--- config.mk ---
export PLATFORM = sky130hd
export DESIGN_NAME = multicycle_ctrl_flat
export DESIGN_NICKNAME = d
export VERILOG_FILES = /design/src/rtl/ctrl_pkg.sv /design/src/rtl/multicycle_ctrl_if.sv /design/src/rtl/alu_op_decode.sv /design/src/rtl/multicycle_ctrl.sv /design/src/flat_wrapper.sv
export SDC_FILE = /design/constraint.sdc
export NUM_CORES = 1
export LEC_CHECK = 0
export BUFFER_PORTS_ARGS = -buffer_cell sky130_fd_sc_hd__buf_2
export CAP_MARGIN = 20
export CORE_ASPECT_RATIO = 1.1
export CORE_MARGIN = 10
export CORE_UTILIZATION = 30
export CTS_CLUSTER_SIZE = 20
export DETAILED_ROUTE_END_ITERATION = 10
export GPL_ROUTABILITY_DRIVEN = 1
export PLACE_DENSITY = 0.68
export SYNTH_ARGS = -nofsm -noshare
export SYNTH_HDL_FRONTEND = slang
export SYNTH_SLANG_ARGS = --single-unit
--- constraint.sdc ---
create_clock -name Clk -period 3.51 [get_ports Clk]
set_input_delay 0.702 -clock Clk [delete_from_list [all_inputs] [get_ports Clk]]
set_output_delay 0.702 -clock Clk [all_outputs]
set_load 0.05 [all_outputs]
--- src/rtl/ctrl_pkg.sv ---
// Shared encodings for the multi-cycle MIPS-subset controller: states, opcodes,
// funct codes, ALU operations and datapath mux selects.
package ctrl_pkg;

  typedef enum logic [2:0] {
    S_IF   = 3'd0,
    S_ID   = 3'd1,
    S_EXE  = 3'd2,
    S_MEM  = 3'd3,
    S_WB   = 3'd4,
    S_TRAP = 3'd5,
    S_RSV6 = 3'd6,
    S_RSV7 = 3'd7
  } state_e;

  localparam logic [5:0] OP_RTYPE = 6'h00;
  localparam logic [5:0] OP_J     = 6'h02;
  localparam logic [5:0] OP_BEQ   = 6'h04;
  localparam logic [5:0] OP_BNE   = 6'h05;
  localparam logic [5:0] OP_ADDI  = 6'h08;
  localparam logic [5:0] OP_ANDI  = 6'h0C;
  localparam logic [5:0] OP_ORI   = 6'h0D;
  localparam logic [5:0] OP_LW    = 6'h23;
  localparam logic [5:0] OP_SW    = 6'h2B;

  localparam logic [5:0] FN_ADD = 6'h20;
  localparam logic [5:0] FN_SUB = 6'h22;
  localparam logic [5:0] FN_AND = 6'h24;
  localparam logic [5:0] FN_OR  = 6'h25;

  localparam logic [1:0] ALUC_ADD = 2'b00;
  localparam logic [1:0] ALUC_SUB = 2'b01;
  localparam logic [1:0] ALUC_AND = 2'b10;
  localparam logic [1:0] ALUC_OR  = 2'b11;

  localparam logic [1:0] ASRCB_REG  = 2'b00;
  localparam logic [1:0] ASRCB_FOUR = 2'b01;
  localparam logic [1:0] ASRCB_EXT  = 2'b10;
  localparam logic [1:0] ASRCB_BR   = 2'b11;

  localparam logic [1:0] PCSRC_ALU    = 2'b00;
  localparam logic [1:0] PCSRC_ALUOUT = 2'b01;
  localparam logic [1:0] PCSRC_JUMP   = 2'b10;

endpackage

--- src/rtl/multicycle_ctrl_if.sv ---
// Controller <-> datapath bundle: instruction fields and status in, strobes out.
// The controller uses the slave modport, the datapath side uses master.
interface multicycle_ctrl_if;
  logic [5:0] Op;
  logic [5:0] Func;
  logic       Z;
  logic       MemReady;
  logic       PCWr;
  logic [1:0] Pcsource;
  logic       IRWr;
  logic       IorD;
  logic       MemRd;
  logic       MemWr;
  logic       RegWr;
  logic       RegDst;
  logic       MemToReg;
  logic       AluSrcA;
  logic [1:0] AluSrcB;
  logic       ExtOp;
  logic [1:0] Aluc;
  logic       Retire;
  logic       Illegal;
  logic [2:0] State;

  modport slave (
    input  Op, Func, Z, MemReady,
    output PCWr, Pcsource, IRWr, IorD, MemRd, MemWr, RegWr, RegDst, MemToReg,
           AluSrcA, AluSrcB, ExtOp, Aluc, Retire, Illegal, State
  );

  modport master (
    output Op, Func, Z, MemReady,
    input  PCWr, Pcsource, IRWr, IorD, MemRd, MemWr, RegWr, RegDst, MemToReg,
           AluSrcA, AluSrcB, ExtOp, Aluc, Retire, Illegal, State
  );
endinterface

--- src/rtl/alu_op_decode.sv ---
// Combinational instruction decode: instruction class flags, legality, and the
// ALU operation / immediate extension used during execute.
module alu_op_decode
  import ctrl_pkg::*;
(
  input  logic [5:0] Op,
  input  logic [5:0] Func,
  output logic [1:0] Aluc_rt,
  output logic       ExtOp,
  output logic       legal,
  output logic       rtype,
  output logic       imm,
  output logic       ld,
  output logic       st,
  output logic       br,
  output logic       jmp
);

  always_comb begin
    Aluc_rt = ALUC_ADD;
    ExtOp   = 1'b0;
    rtype   = 1'b0;
    imm     = 1'b0;
    ld      = 1'b0;
    st      = 1'b0;
    br      = 1'b0;
    jmp     = 1'b0;
    case (Op)
      OP_RTYPE: begin
        case (Func)
          FN_ADD:  begin rtype = 1'b1; Aluc_rt = ALUC_ADD; end
          FN_SUB:  begin rtype = 1'b1; Aluc_rt = ALUC_SUB; end
          FN_AND:  begin rtype = 1'b1; Aluc_rt = ALUC_AND; end
          FN_OR:   begin rtype = 1'b1; Aluc_rt = ALUC_OR;  end
          default: ;
        endcase
      end
      OP_ADDI: begin imm = 1'b1; ExtOp = 1'b1; end
      // Logical immediates are zero-extended.
      OP_ANDI: begin imm = 1'b1; Aluc_rt = ALUC_AND; end
      OP_ORI:  begin imm = 1'b1; Aluc_rt = ALUC_OR;  end
      OP_LW:   begin ld  = 1'b1; ExtOp = 1'b1; end
      OP_SW:   begin st  = 1'b1; ExtOp = 1'b1; end
      OP_BEQ, OP_BNE: begin br = 1'b1; Aluc_rt = ALUC_SUB; end
      OP_J:    jmp = 1'b1;
      default: ;
    endcase
    legal = rtype | imm | ld | st | br | jmp;
  end

endmodule

--- src/rtl/multicycle_ctrl.sv ---
// Multi-cycle control FSM: state register, next-state logic and Moore-style
// strobes qualified by the decoded instruction, Z and MemReady.
module multicycle_ctrl
  import ctrl_pkg::*;
(
  input  logic               Clk,
  input  logic               Clrn,
  multicycle_ctrl_if.slave   bus
);

  state_e     state_q, state_d;
  logic [1:0] dec_aluc;
  logic       dec_ext_op, dec_legal, dec_rtype, dec_imm, dec_ld, dec_st, dec_br, dec_jmp;

  logic       pc_wr, ir_wr, mem_rd, mem_wr, reg_wr, retire, illegal;
  logic       iord, reg_dst, mem_to_reg, alu_src_a, ext_op;
  logic [1:0] pc_source, alu_src_b, aluc;

  alu_op_decode u_dec (
    .Op      (bus.Op),
    .Func    (bus.Func),
    .Aluc_rt (dec_aluc),
    .ExtOp   (dec_ext_op),
    .legal   (dec_legal),
    .rtype   (dec_rtype),
    .imm     (dec_imm),
    .ld      (dec_ld),
    .st      (dec_st),
    .br      (dec_br),
    .jmp     (dec_jmp)
  );

  always_ff @(posedge Clk or negedge Clrn) begin
    if (!Clrn) state_q <= S_IF;
    else       state_q <= state_d;
  end

  always_comb begin
    state_d    = state_q;
    pc_wr      = 1'b0;
    ir_wr      = 1'b0;
    mem_rd     = 1'b0;
    mem_wr     = 1'b0;
    reg_wr     = 1'b0;
    retire     = 1'b0;
    illegal    = 1'b0;
    iord       = 1'b0;
    reg_dst    = 1'b0;
    mem_to_reg = 1'b0;
    alu_src_a  = 1'b0;
    ext_op     = 1'b0;
    pc_source  = PCSRC_ALU;
    alu_src_b  = ASRCB_REG;
    aluc       = ALUC_ADD;
    case (state_q)
      S_IF: begin
        mem_rd    = 1'b1;
        alu_src_b = ASRCB_FOUR;
        ir_wr     = bus.MemReady;
        pc_wr     = bus.MemReady;
        if (bus.MemReady) state_d = S_ID;
      end
      S_ID: begin
        // Branch target computed here lands in ALUOut for S_EXE.
        alu_src_b = ASRCB_BR;
        if (dec_jmp) begin
          pc_wr     = 1'b1;
          pc_source = PCSRC_JUMP;
          retire    = 1'b1;
          state_d   = S_IF;
        end else if (!dec_legal) begin
          state_d = S_TRAP;
        end else begin
          state_d = S_EXE;
        end
      end
      S_EXE: begin
        alu_src_a = 1'b1;
        aluc      = dec_aluc;
        ext_op    = dec_ext_op;
        if (dec_br) begin
          alu_src_b = ASRCB_REG;
          pc_wr     = (bus.Op == OP_BEQ) ? bus.Z : ~bus.Z;
          pc_source = PCSRC_ALUOUT;
          retire    = 1'b1;
          state_d   = S_IF;
        end else if (dec_rtype) begin
          alu_src_b = ASRCB_REG;
          state_d   = S_WB;
        end else if (dec_imm) begin
          alu_src_b = ASRCB_EXT;
          state_d   = S_WB;
        end else if (dec_ld || dec_st) begin
          alu_src_b = ASRCB_EXT;
          state_d   = S_MEM;
        end else begin
          state_d = S_TRAP;
        end
      end
      S_MEM: begin
        iord   = 1'b1;
        mem_rd = dec_ld;
        mem_wr = dec_st;
        if (!(dec_ld || dec_st)) begin
          state_d = S_TRAP;
        end else if (bus.MemReady) begin
          retire  = dec_st;
          state_d = dec_ld ? S_WB : S_IF;
        end
      end
      S_WB: begin
        reg_wr     = 1'b1;
        retire     = 1'b1;
        reg_dst    = (bus.Op == OP_RTYPE);
        mem_to_reg = (bus.Op == OP_LW);
        state_d    = S_IF;
      end
      S_TRAP:  illegal = 1'b1;
      default: state_d = S_TRAP;
    endcase
  end

  // Strobes are gated by Clrn so they drop the moment reset asserts.
  assign bus.PCWr     = pc_wr   & Clrn;
  assign bus.IRWr     = ir_wr   & Clrn;
  assign bus.MemRd    = mem_rd  & Clrn;
  assign bus.MemWr    = mem_wr  & Clrn;
  assign bus.RegWr    = reg_wr  & Clrn;
  assign bus.Retire   = retire  & Clrn;
  assign bus.Illegal  = illegal & Clrn;
  assign bus.Pcsource = pc_source;
  assign bus.IorD     = iord;
  assign bus.RegDst   = reg_dst;
  assign bus.MemToReg = mem_to_reg;
  assign bus.AluSrcA  = alu_src_a;
  assign bus.AluSrcB  = alu_src_b;
  assign bus.ExtOp    = ext_op;
  assign bus.Aluc     = aluc;
  assign bus.State    = state_q;

endmodule

--- src/flat_wrapper.sv ---
// flat-port wrapper written by rule: the top's interface ports become plain ports
module multicycle_ctrl_flat import ctrl_pkg::*;
  (Clk, Clrn, bus_Op, bus_Func, bus_Z, bus_MemReady, bus_PCWr, bus_Pcsource, bus_IRWr, bus_IorD, bus_MemRd, bus_MemWr, bus_RegWr, bus_RegDst, bus_MemToReg, bus_AluSrcA, bus_AluSrcB, bus_ExtOp, bus_Aluc, bus_Retire, bus_Illegal, bus_State);
  multicycle_ctrl_if bus_i ();
  input  logic Clk;
  input  logic Clrn;
  input wire logic [$bits(bus_i.Op)-1:0] bus_Op;
  input wire logic [$bits(bus_i.Func)-1:0] bus_Func;
  input wire logic [$bits(bus_i.Z)-1:0] bus_Z;
  input wire logic [$bits(bus_i.MemReady)-1:0] bus_MemReady;
  output wire logic [$bits(bus_i.PCWr)-1:0] bus_PCWr;
  output wire logic [$bits(bus_i.Pcsource)-1:0] bus_Pcsource;
  output wire logic [$bits(bus_i.IRWr)-1:0] bus_IRWr;
  output wire logic [$bits(bus_i.IorD)-1:0] bus_IorD;
  output wire logic [$bits(bus_i.MemRd)-1:0] bus_MemRd;
  output wire logic [$bits(bus_i.MemWr)-1:0] bus_MemWr;
  output wire logic [$bits(bus_i.RegWr)-1:0] bus_RegWr;
  output wire logic [$bits(bus_i.RegDst)-1:0] bus_RegDst;
  output wire logic [$bits(bus_i.MemToReg)-1:0] bus_MemToReg;
  output wire logic [$bits(bus_i.AluSrcA)-1:0] bus_AluSrcA;
  output wire logic [$bits(bus_i.AluSrcB)-1:0] bus_AluSrcB;
  output wire logic [$bits(bus_i.ExtOp)-1:0] bus_ExtOp;
  output wire logic [$bits(bus_i.Aluc)-1:0] bus_Aluc;
  output wire logic [$bits(bus_i.Retire)-1:0] bus_Retire;
  output wire logic [$bits(bus_i.Illegal)-1:0] bus_Illegal;
  output wire logic [$bits(bus_i.State)-1:0] bus_State;
  assign bus_i.Op = bus_Op;
  assign bus_i.Func = bus_Func;
  assign bus_i.Z = bus_Z;
  assign bus_i.MemReady = bus_MemReady;
  assign bus_PCWr = bus_i.PCWr;
  assign bus_Pcsource = bus_i.Pcsource;
  assign bus_IRWr = bus_i.IRWr;
  assign bus_IorD = bus_i.IorD;
  assign bus_MemRd = bus_i.MemRd;
  assign bus_MemWr = bus_i.MemWr;
  assign bus_RegWr = bus_i.RegWr;
  assign bus_RegDst = bus_i.RegDst;
  assign bus_MemToReg = bus_i.MemToReg;
  assign bus_AluSrcA = bus_i.AluSrcA;
  assign bus_AluSrcB = bus_i.AluSrcB;
  assign bus_ExtOp = bus_i.ExtOp;
  assign bus_Aluc = bus_i.Aluc;
  assign bus_Retire = bus_i.Retire;
  assign bus_Illegal = bus_i.Illegal;
  assign bus_State = bus_i.State;
  multicycle_ctrl u_core (.Clk(Clk), .Clrn(Clrn), .bus(bus_i));
endmodule
==> results.json <==
{
  "clkTransAtPathRegs_ns": 0.04,
  "area_occupied_by_multi_input_gates_sq_um": 576.8,
  "clkSinkCount": 3,
  "ys_types": 40,
  "i_o_pins": 37,
  "cts_hold_buffers": 0,
  "ant_nets": 0,
  "clk_path_buf_depth": 2,
  "fin_crit_ns": 2.797,
  "post_cts.resized_instances": 0,
  "hold_ws_ns": 0.2833,
  "io_buffer_count": 36,
  "yosys_warning_total": 0,
  "critical_path.max_stage_delay_ns": 0.47,
  "grt_max_degree": 20,
  "setup_viol": 0,
  "max_clock_freq_mhz": 357.6,
  "critPathSlowestCell": "sky130_fd_sc_hd__nor4_4",
  "post_synth.cell_area_avg_sq_um": 6.715,
  "critical_path_cell_count": 6,
  "worst-setup-path-type": "in -> out",
  "detail_route.wl_per_cell_um": 13.55,
  "filler_cell_count": 273,
  "grt_overflow": 0,
  "worst_setup_path_start_kind": "input port",
  "power_per_cell_area_nw_per_um2": 566.7,
  "grt.total_usage": 0.09227,
  "drv.max_cap_violation_count": 0,
  "register_area_sq_um": 75.07,
  "syn_to_final_growth_pct": 24.96,
  "placementRows": 18,
  "grt_antenna_before_repair": 0,
  "grt_first_pass_wirelength_um": 3788,
  "finalHoldViolCount": 0,
  "htree_num_levels": 1,
  "r2r_cells": 4,
  "cts-buffers-inserted": 3,
  "chipWidth_um": 67.10,
  "final_nets": 159,
  "die_area_sq_um": 4818,
  "share_of_layout_cells_above_drive_strength_1": 0.3380,
  "gpl.final_weighted_congestion": 0.8531,
  "routed_wl_um": 2331,
  "post_cts.repair.setup_buffers": 0,
  "arrival_time_worst_endpoint_ns": 2.09,
  "cts_root_buffer": "sky130_fd_sc_hd__clkbuf_4",
  "die_height_um": 71.81,
  "p_leak_nw": 0.4355,
  "effective_utilization_at_floorplan": 0.3186,
  "avg_vias_per_cell": 5.279,
  "slew_violations": 0,
  "reg2reg_slack_ns": 2.06,
  "critPathMaxFanout": 11,
  "peakVddDrop_v": 0.0003630,
  "route.detailed.drc": 0,
  "hold_path.class": "in -> async",
  "final_setup_skew_ns": 0.002248,
  "worst_slew_pin_slew_ns": 0.5235,
  "cp_top_family": "simple AND/OR/NAND/NOR gates",
  "setup.worst_path.end_class": "output pin",
  "antenna_cells_inserted": 0,
  "path_common_cell": "sky130_fd_sc_hd__buf_2",
  "tns_ns": 0,
  "core_area_sq_um": 2297,
  "cp_num_buf_inv": 2,
  "rsz0062_at_grt": "no",
  "r2r_end": "u_core.bus.State[2]$_DFFE_PN0P_",
  "largest_reg_flops": 3,
  "grt_pass1_vias": 838,
  "critical_path.reg2reg.startpoint": "u_core.bus.State[1]$_DFFE_PN0P_",
  "period_share": 0.7968,
  "net_count_after_synthesis": 125,
  "synth-seq-area-share": 0.1026,
  "worst_skew_pair.late_latency_ns": 0.23,
  "run_status": "complete, no violations",
  "synth_cells": 109,
  "cp_cell_sequence": "buf_2 -> nor4_4 -> a31oi_1 -> nor3_1 -> o211a_1 -> buf_2",
  "max-slew-margin-rel": 0.6510,
  "tritoncts_clock_tree": "built",
  "drt_iter0_drc": 67,
  "dp_hpwl_um": 1937,
  "ys_seq_elements": 3,
  "critPathRequiredTime_ns": 2.81,
  "num_vias": 908,
  "drt_pass1_iterations": 4,
  "mappedNetlistArea_sq_um": 732.0
}
## per-layer routing
layer,wire length (um),vias up,track usage,share of wire
met2,1063,43,0.1456,0.46
met4,0,0,0.01370,0
met1,1002,402,0.1188,0.43
met5,0,-,0,0
li1,-,463,-,-
met3,266,0,0.03266,0.11
## final cells by class
cell class | instances | share of cell area
Clock buffer | 4 | 0.02873
Timing Repair Buffer | 37 | 0.2052
Tap cell | 30 | 0.04104
Inverter | 3 | 0.01231
Sequential cell | 3 | 0.08208
Multi-Input combinational cell | 95 | 0.6306
## cell usage after synthesis (all sizes together)
cell type  count  area (sq um)
buf            6         61.30
o211a          1         10.01
nor3           6         35.03
nand3          3         15.01
o21ai          6         30.03
o221a          1         11.26
a32oi          1         8.760
and4           1         8.760
o211ai         1         7.510
o2111ai        2         17.52
dfrtp          3         75.07
a211oi         1         12.51
a21oi          5         25.02
a32o           1         10.01
nor2          18         67.56
nor4           2         27.53
and2b          2         16.27
o31ai          1         7.510
mux2           1         11.26
a31oi          3         18.77
inv            3         11.26
xnor2          1         8.760
nor3b          2         15.01
nand2b         3         21.27
nor2b          5         33.78
a22oi          2         15.01
nand3b         4         30.03
nand2         13         48.80
nand4          1         6.260
mux2i          1         10.01
and3           4         25.02
clkbuf         2         7.510
o21a           3         22.52
## through the flow
stage               area [sq um]  worst slack [ns]  total power [W]    util  cells
global placement           888.4            0.7541        0.0004591  0.3867    168
finish                     914.6            0.7133        0.0005183  0.3981    172
floorplan                  732.0            0.2283        0.0004029       -    109
global route               914.6            0.5835        0.0005624  0.3981    172
detailed placement         888.4            0.7140        0.0004620  0.3867    168
CTS                        914.6            0.7165        0.0005241  0.3981    172
## layout by cell type, fill, tap and decap left out, types with 3 or more instances in the layout
cell type / synthesis / final
sky130_fd_sc_hd__buf_2: 1 / 36
sky130_fd_sc_hd__nor2_1: 18 / 18
sky130_fd_sc_hd__nand2_1: 13 / 13
sky130_fd_sc_hd__nor3_1: 5 / 5
sky130_fd_sc_hd__a21oi_1: 5 / 5
sky130_fd_sc_hd__and3_1: 4 / 4
sky130_fd_sc_hd__nand3b_1: 4 / 4
sky130_fd_sc_hd__nor2b_1: 4 / 4
sky130_fd_sc_hd__o21ai_0: 4 / 4
sky130_fd_sc_hd__inv_1: 3 / 3
sky130_fd_sc_hd__nand3_1: 3 / 3
sky130_fd_sc_hd__o21a_1: 3 / 3
sky130_fd_sc_hd__a31oi_1: 3 / 3
sky130_fd_sc_hd__clkbuf_4: 0 / 3
sky130_fd_sc_hd__dfrtp_1: 3 / 3
## cells by family after synthesis
kind of cell | synth area share
and+or+nand+nor | 0.4786
AOI/OAI and AO/OA | 0.2684
xor gates and xnor gates | 0.01197
muxes | 0.02906
DFF | 0.1026
buffers and inverters | 0.1094
## how the worst max path moves through the flow
stage	slack [ns]	from	endpoint
6_report	0.71	bus_Op[3]	bus_PCWr
5_1_grt	0.58	bus_Op[3]	bus_PCWr
4_1_cts	0.72	bus_Op[3]	bus_PCWr
3_5_place_dp	0.71	bus_Op[3]	bus_PCWr
3_3_place_gp	0.75	bus_Op[3]	bus_PCWr
2_1_floorplan	0.23	u_core.bus.State[2]$_DFFE_PN0P_	bus_ExtOp
## where the power goes
group | switching [W] | internal (W) | total, W
registers | 0.0000282 | 0.0000471 | 0.0000753
clock network | 0.0000155 | 0.0000424 | 0.0000579
logic | 0.000273 | 0.000112 | 0.000385
No activity file was read; power rests on OpenSTA's default activity.
